===== src/rtl/uart_tx_queue_if.sv =====
// -----------------------------------------------------------------------------
// uart_tx_queue_if
//
// Purpose:
//   Bundles the two handshakes of the UART transmit queue:
//     * the producer side (valid/ready byte write), and
//     * the transmitter side (single-cycle send strobe, byte, ready).
//
// Signals:
//   wr_valid  producer has a byte
//   wr_data   producer byte
//   wr_ready  queue can accept a byte this cycle (= !full)
//   tx_ready  transmitter is in its ready state
//   tx_send   one-cycle send strobe to the transmitter
//   tx_data   byte to the transmitter, valid whenever tx_send is high
//
// Modports:
//   slave   the queue's view (consumes writes, drives the transmitter)
//   master  the environment's view (producer plus transmitter)
// -----------------------------------------------------------------------------
interface uart_tx_queue_if #(
    parameter int DATA_W = 8
);
    logic              wr_valid;
    logic [DATA_W-1:0] wr_data;
    logic              wr_ready;
    logic              tx_ready;
    logic              tx_send;
    logic [DATA_W-1:0] tx_data;

    modport slave (
        input  wr_valid,
        input  wr_data,
        input  tx_ready,
        output wr_ready,
        output tx_send,
        output tx_data
    );

    modport master (
        output wr_valid,
        output wr_data,
        output tx_ready,
        input  wr_ready,
        input  tx_send,
        input  tx_data
    );
endinterface


===== src/rtl/uart_tx_queue.sv =====
// -----------------------------------------------------------------------------
// uart_tx_queue
//
// Purpose:
//   Byte FIFO plus issue FSM sitting directly in front of the UART transmit
//   controller. Producers burst up to 2**DEPTH_LOG2 bytes without waiting for
//   each character to go out on the line; the FSM drains the FIFO one byte at
//   a time using the transmitter's single-cycle send strobe and its ready
//   output.
//
// Parameters:
//   DEPTH_LOG2  FIFO depth is 2**DEPTH_LOG2 entries (legal range 2..8)
//   DATA_W      byte width, fixed at 8 to match the transmitter
//
// Ports:
//   CLK         system clock
//   RST_N       asynchronous active-low reset
//   bus         uart_tx_queue_if.slave (wr_valid/wr_data/wr_ready,
//               tx_ready/tx_send/tx_data)
//   empty       FIFO holds no bytes
//   full        FIFO holds DEPTH bytes
//   idle        empty, FSM in IDLE and transmitter ready
//
// Optional build (macro UART_TX_QUEUE_LEVEL_EN):
//   level       registered FIFO occupancy, DEPTH_LOG2+1 bits
//   ovf_sticky  set when a write is offered while full; cleared only by reset
//   With the macro undefined neither port nor the sticky logic exists and
//   the core behaviour is unchanged.
// -----------------------------------------------------------------------------
module uart_tx_queue #(
    parameter int DEPTH_LOG2 = 4,
    parameter int DATA_W     = 8
) (
    input  logic                  CLK,
    input  logic                  RST_N,
    uart_tx_queue_if.slave        bus,
    output logic                  empty,
    output logic                  full,
    output logic                  idle
`ifdef UART_TX_QUEUE_LEVEL_EN
    ,
    output logic [DEPTH_LOG2:0]   level,
    output logic                  ovf_sticky
`endif
);

    localparam int DEPTH = 1 << DEPTH_LOG2;

    // Count value meaning "every entry occupied": MSB set, rest clear.
    localparam logic [DEPTH_LOG2:0] FULL_COUNT = {1'b1, {DEPTH_LOG2{1'b0}}};

    typedef enum logic [1:0] {
        ST_IDLE      = 2'd0,
        ST_ISSUE     = 2'd1,
        ST_WAIT_BUSY = 2'd2,
        ST_WAIT_DONE = 2'd3
    } state_t;

    // -------------------------------------------------------------------------
    // Storage and bookkeeping
    // -------------------------------------------------------------------------
    logic [DATA_W-1:0]     mem [DEPTH];
    logic [DEPTH_LOG2-1:0] wr_ptr_reg;
    logic [DEPTH_LOG2-1:0] rd_ptr_reg;
    logic [DEPTH_LOG2:0]   count_reg;

    state_t                state_reg;
    logic                  tx_send_reg;
    logic [DATA_W-1:0]     tx_data_reg;

    logic                  push;
    logic                  pop;

    // Status derived from the registered count only, so a byte written at an
    // edge becomes visible to the FSM on the following edge (no bypass).
    assign empty = (count_reg == '0);
    assign full  = (count_reg == FULL_COUNT);

    // Full refuses writes even if a pop happens in the same cycle; this keeps
    // wr_ready a pure function of registered state.
    assign bus.wr_ready = !full;
    assign push         = bus.wr_valid && !full;

    // The only pop point: IDLE with data available and the transmitter ready.
    assign pop = (state_reg == ST_IDLE) && !empty && bus.tx_ready;

    assign bus.tx_send = tx_send_reg;
    assign bus.tx_data = tx_data_reg;

    assign idle = empty && (state_reg == ST_IDLE) && bus.tx_ready;

    // -------------------------------------------------------------------------
    // FIFO RAM: write port only; the read is registered inside the FSM so the
    // array maps onto a block RAM with an output register.
    // -------------------------------------------------------------------------
    always_ff @(posedge CLK) begin
        if (push) begin
            mem[wr_ptr_reg] <= bus.wr_data;
        end
    end

    // -------------------------------------------------------------------------
    // Pointers and occupancy. Pointers are exactly DEPTH_LOG2 bits wide, so
    // the increment wraps DEPTH-1 -> 0 on its own.
    // -------------------------------------------------------------------------
    always_ff @(posedge CLK or negedge RST_N) begin
        if (!RST_N) begin
            wr_ptr_reg <= '0;
            rd_ptr_reg <= '0;
            count_reg  <= '0;
        end else begin
            if (push) begin
                wr_ptr_reg <= wr_ptr_reg + 1'b1;
            end
            if (pop) begin
                rd_ptr_reg <= rd_ptr_reg + 1'b1;
            end
            case ({push, pop})
                2'b10:   count_reg <= count_reg + 1'b1;
                2'b01:   count_reg <= count_reg - 1'b1;
                default: count_reg <= count_reg;
            endcase
        end
    end

    // -------------------------------------------------------------------------
    // Issue FSM. All outputs are registered here.
    //
    // After issuing, the FSM first waits for tx_ready to fall (the transmitter
    // has accepted the byte and left its ready state) and only then for it to
    // rise again. Skipping the first wait could let a stale high tx_ready
    // trigger a second strobe before the transmitter has reacted.
    // -------------------------------------------------------------------------
    always_ff @(posedge CLK or negedge RST_N) begin
        if (!RST_N) begin
            state_reg   <= ST_IDLE;
            tx_send_reg <= 1'b0;
            tx_data_reg <= '0;
        end else begin
            case (state_reg)
                ST_IDLE: begin
                    tx_send_reg <= 1'b0;
                    if (pop) begin
                        tx_send_reg <= 1'b1;
                        tx_data_reg <= mem[rd_ptr_reg];
                        state_reg   <= ST_ISSUE;
                    end
                end

                // Strobe is high for exactly this one cycle; tx_data keeps
                // the issued byte until the next issue.
                ST_ISSUE: begin
                    tx_send_reg <= 1'b0;
                    state_reg   <= ST_WAIT_BUSY;
                end

                ST_WAIT_BUSY: begin
                    tx_send_reg <= 1'b0;
                    if (!bus.tx_ready) begin
                        state_reg <= ST_WAIT_DONE;
                    end
                end

                ST_WAIT_DONE: begin
                    tx_send_reg <= 1'b0;
                    if (bus.tx_ready) begin
                        state_reg <= ST_IDLE;
                    end
                end

                default: begin
                    tx_send_reg <= 1'b0;
                    state_reg   <= ST_IDLE;
                end
            endcase
        end
    end

`ifdef UART_TX_QUEUE_LEVEL_EN
    // -------------------------------------------------------------------------
    // Occupancy and overflow reporting. The sticky flag records any write
    // offered while full, i.e. a byte the producer lost.
    // -------------------------------------------------------------------------
    logic ovf_sticky_reg;

    assign level      = count_reg;
    assign ovf_sticky = ovf_sticky_reg;

    always_ff @(posedge CLK or negedge RST_N) begin
        if (!RST_N) begin
            ovf_sticky_reg <= 1'b0;
        end else if (bus.wr_valid && full) begin
            ovf_sticky_reg <= 1'b1;
        end
    end
`endif

endmodule


===== src/flat_wrapper.sv =====
// flat-port wrapper written by rule: the top's interface ports become plain ports
module uart_tx_queue_flat 
#(
    parameter int DEPTH_LOG2 = 4,
    parameter int DATA_W     = 8
)
  (CLK, RST_N, empty, full, idle, bus_wr_valid, bus_wr_data, bus_tx_ready, bus_wr_ready, bus_tx_send, bus_tx_data);
  uart_tx_queue_if #(.DATA_W(DATA_W)) bus_i ();
  input  logic CLK;
  input  logic RST_N;
  output logic empty;
  output logic full;
  output logic idle;
  input wire logic [$bits(bus_i.wr_valid)-1:0] bus_wr_valid;
  input wire logic [$bits(bus_i.wr_data)-1:0] bus_wr_data;
  input wire logic [$bits(bus_i.tx_ready)-1:0] bus_tx_ready;
  output wire logic [$bits(bus_i.wr_ready)-1:0] bus_wr_ready;
  output wire logic [$bits(bus_i.tx_send)-1:0] bus_tx_send;
  output wire logic [$bits(bus_i.tx_data)-1:0] bus_tx_data;
  assign bus_i.wr_valid = bus_wr_valid;
  assign bus_i.wr_data = bus_wr_data;
  assign bus_i.tx_ready = bus_tx_ready;
  assign bus_wr_ready = bus_i.wr_ready;
  assign bus_tx_send = bus_i.tx_send;
  assign bus_tx_data = bus_i.tx_data;
  uart_tx_queue #(.DEPTH_LOG2(DEPTH_LOG2), .DATA_W(DATA_W)) u_core (.CLK(CLK), .RST_N(RST_N), .bus(bus_i), .empty(empty), .full(full), .idle(idle));
endmodule

===== config.mk =====
export PLATFORM = sky130hd
export DESIGN_NAME = uart_tx_queue_flat
export DESIGN_NICKNAME = d
export VERILOG_FILES = /design/src/rtl/uart_tx_queue_if.sv /design/src/rtl/uart_tx_queue.sv /design/src/flat_wrapper.sv
export SDC_FILE = /design/constraint.sdc
export NUM_CORES = 1
export LEC_CHECK = 0
export ABC_CLOCK_PERIOD_IN_PS = 3700
export CORE_AREA = 2 2 106 108
export DETAILED_ROUTE_END_ITERATION = 7
export DIE_AREA = 0 0 108 110
export PLACE_DENSITY = 0.84
export SYNTH_ARGS = -nofsm -noshare
export SYNTH_HDL_FRONTEND = slang
export SYNTH_SLANG_ARGS = --single-unit

===== constraint.sdc =====
create_clock -name CLK -period 3.7 [get_ports CLK]
set_input_delay 0.555 -clock CLK [delete_from_list [all_inputs] [get_ports CLK]]
set_output_delay 0.555 -clock CLK [all_outputs]
set_load 0.05 [all_outputs]

==> impl_metrics.py <==
metrics = {
    "synthesis": {
        "ys_warn_count": 0,
        "synth-edff-count": 128,
        "async_flop_share": 0.158,
        "avgSynthCellArea_um2": 18.3,
        "synthTopCellsByArea": "edfxtp_1 (62%), mux4_2 (12%), dfrtp_1 (9.6%)",
        "synth_cell_types": 39,
        "ys.flop_type": "edfxtp_1",
        "yosys_register_bits": 152,
        "syn_nets": 366,
        "synth_top_area_frac": 0.615,
        "syn_area_um2": 6250,
        "netlist_instances": 341,
        "ys_seq_area_frac": 0.711,
        "synth.largest_area_cell": "edfxtp_1",
    },
    "placed_design": {
        "post-dp-hpwl_mm": 7.50,
        "dp_cells": 495,
        "place_congestion": 0.881,
        "io_buffers": 24,
    },
    "clock_tree": {
        "cts_resized": 0,
        "cts_sinks": 152,
        "clkLatencyLatePin_ns": 0.53,
        "cts_buffers": 17,
        "cts_hold_buf": 0,
        "cts_root_buffer": "clkbuf_8",
        "cts_tree": "built",
        "cts_setup_buffers": 0,
        "cts-htree-levels": 4,
        "clockBufferDepth": 2,
        "clkTransAtPathRegs_ns": 0.06,
    },
    "global_routing": {
        "grt_max_degree": 34,
        "grtUsageTotal": 0.224,
        "grt_pass1_vias": 3398,
        "antenna_found_initial": 0,
        "grt_pass1_wl_mm": 18.7,
        "overflow": 0,
    },
    "setup_path": {
        "required_ns": 3.14,
        "crit_fanout": 9,
        "startpoint_type": "flop",
        "cp.arrival_ns": 2.62,
        "crit_type": "flop to output pin",
        "cp-end-kind": "output pin",
    },
    "final_layout": {
        "largest_reg_flops": 128,
        "drive_gt1_frac": 0.199,
        "antenna_cells": 0,
        "final_common_cell": "edfxtp_1",
        "nFillCells": 685,
        "area_growth_pct": 14.5,
        "layout.nets": 399,
        "finalNonFillerCells": 527,
        "layout_common_cells": "edfxtp_1 (128), mux4_2 (32), clkdlybuf4s50_1 (24)",
    },
    "die": {
        "coreArea_um2": 10700,
        "io_pins": 25,
        "die-height_um": 110,
        "die_area_um2": 11900,
        "fp.dieW_um": 108,
        "rows": 38,
        "start_util": 0.584,
    },
    "power_and_ir_drop": {
        "power_density_nw_per_um2": 765,
        "vdd_drop_max_v": 0.000462,
        "leakagePower_nw": 2.48,
    },
    "timing": {
        "finClkSkew_ns": 0.0102,
        "finalSetupViolCount": 0,
        "fin_setup_tns_ns": 0,
        "slew_headroom": 0.246,
        "rsz0062_at_grt": "false",
        "tightest_slew_ns": 1.13,
        "fin_crit_ns": 3.18,
        "slew_violations": 0,
        "finalHoldViolCount": 0,
        "max_freq_ghz": 0.315,
        "period_share": 0.858,
    },
    "routing": {
        "drt-vias-per-instance": 6.11,
        "dr_total_vias": 3222,
        "wl_per_cell_um": 22.7,
        "first_pass_iters": 5,
        "drt-initial-drc-count": 403,
        "post-route-drc-count": 0,
        "final_antenna_net_count": 0,
        "routed_wl_mm": 11.9,
    },
    "min_path": {
        "hp-class": "flop to flop",
    },
    "status": {
        "status": "complete, no violations",
    },
    "run": {
        "maxCapViolations": 0,
    },
}
## cell families after synthesis
family,after synthesis,share of synthesized area
muxes,51,0.146
DFF,152,0.711
adders and majority gates,13,0.0260
buffers and inverters,28,0.0228
and+or+nand+nor,64,0.0529
xor gates and xnor gates,11,0.0154
AOI/OAI and AO/OA,22,0.0256
## worst paths after layout
path | from | end | slack (ns) | cells after the start
worst max-delay path | u_core.count_reg[1] | full | 0.52 | 4
max in group asynchronous | RST_N | u_core.rd_ptr_reg[3] | 2.33 | 1
min in group asynchronous | RST_N | u_core.count_reg[4] | 0.63 | 1
worst min register to register | u_core.bus.tx_data[7] | u_core.bus.tx_data[7] | 0.50 | 2
worst max register to register | u_core.count_reg[1] | u_core.count_reg[4] | 0.55 | 10
worst min-delay path | u_core.bus.tx_data[7] | u_core.bus.tx_data[7] | 0.50 | 2
## critical path, stage by stage, from the launching register on
cell and delay (ns):
dfrtp_1 0.48, or3_4 0.44, or3_1 0.33, inv_1 0.06, clkdlybuf4s50_1 0.79
## cell type report
cell class,count,area (um^2),area share
Clock buffer,24,482,0.0673
Clock inverter,8,47.5,0.00664
Inverter,9,33.8,0.00472
Multi-Input combinational cell,161,1660,0.232
Sequential cell,152,4450,0.621
Tap cell,140,175,0.0245
Timing Repair Buffer,33,308,0.0430
## power breakdown
part	internal, mW	total (mW)	switching (mW)
Clock	0.895	1.52	0.626
Sequential	2.13	2.45	0.317
Combinational	0.700	1.50	0.803
Total	3.73	5.47	1.75
## cells in the mapped netlist (all sizes together) (2+ instances only)
master and number:
edfxtp 128, nor4 2, a21o 2, nor2 16, mux2i 17, nor4b 2, o221ai 8, dfrtp 24
buf 15, nor3b 2, nor3 8, nand2b 5, ha 13, clkbuf 4, or3 2, inv 9
a21oi 3, mux2 2, nand4 2, xor2 3, nand2 21, xnor2 8, o21ai 4, mux4 32
## per-layer routing
metal / global-route usage / vias up / share of wire
li1: - / 1411 / -
met1: 0.277 / 1651 / 0.39
met2: 0.372 / 124 / 0.52
met3: 0.0653 / 36 / 0.059
met4: 0.102 / 0 / 0.027
met5: 0 / - / 0
## stage by stage
step	setup WS [ns]	area, um^2	total power, mW	hold slack, ns	util
3_3_place_gp	0.452	6630	3.88	0.493	0.619
6_report	0.524	7160	5.47	0.499	0.669
2_1_floorplan	0.765	6250	3.53	0.259	-
3_5_place_dp	0.348	6630	3.97	0.478	0.619
5_1_grt	0.251	7160	5.73	0.517	0.669
4_1_cts	0.501	7160	5.52	0.498	0.669
(Power assumes the default switching activity.)
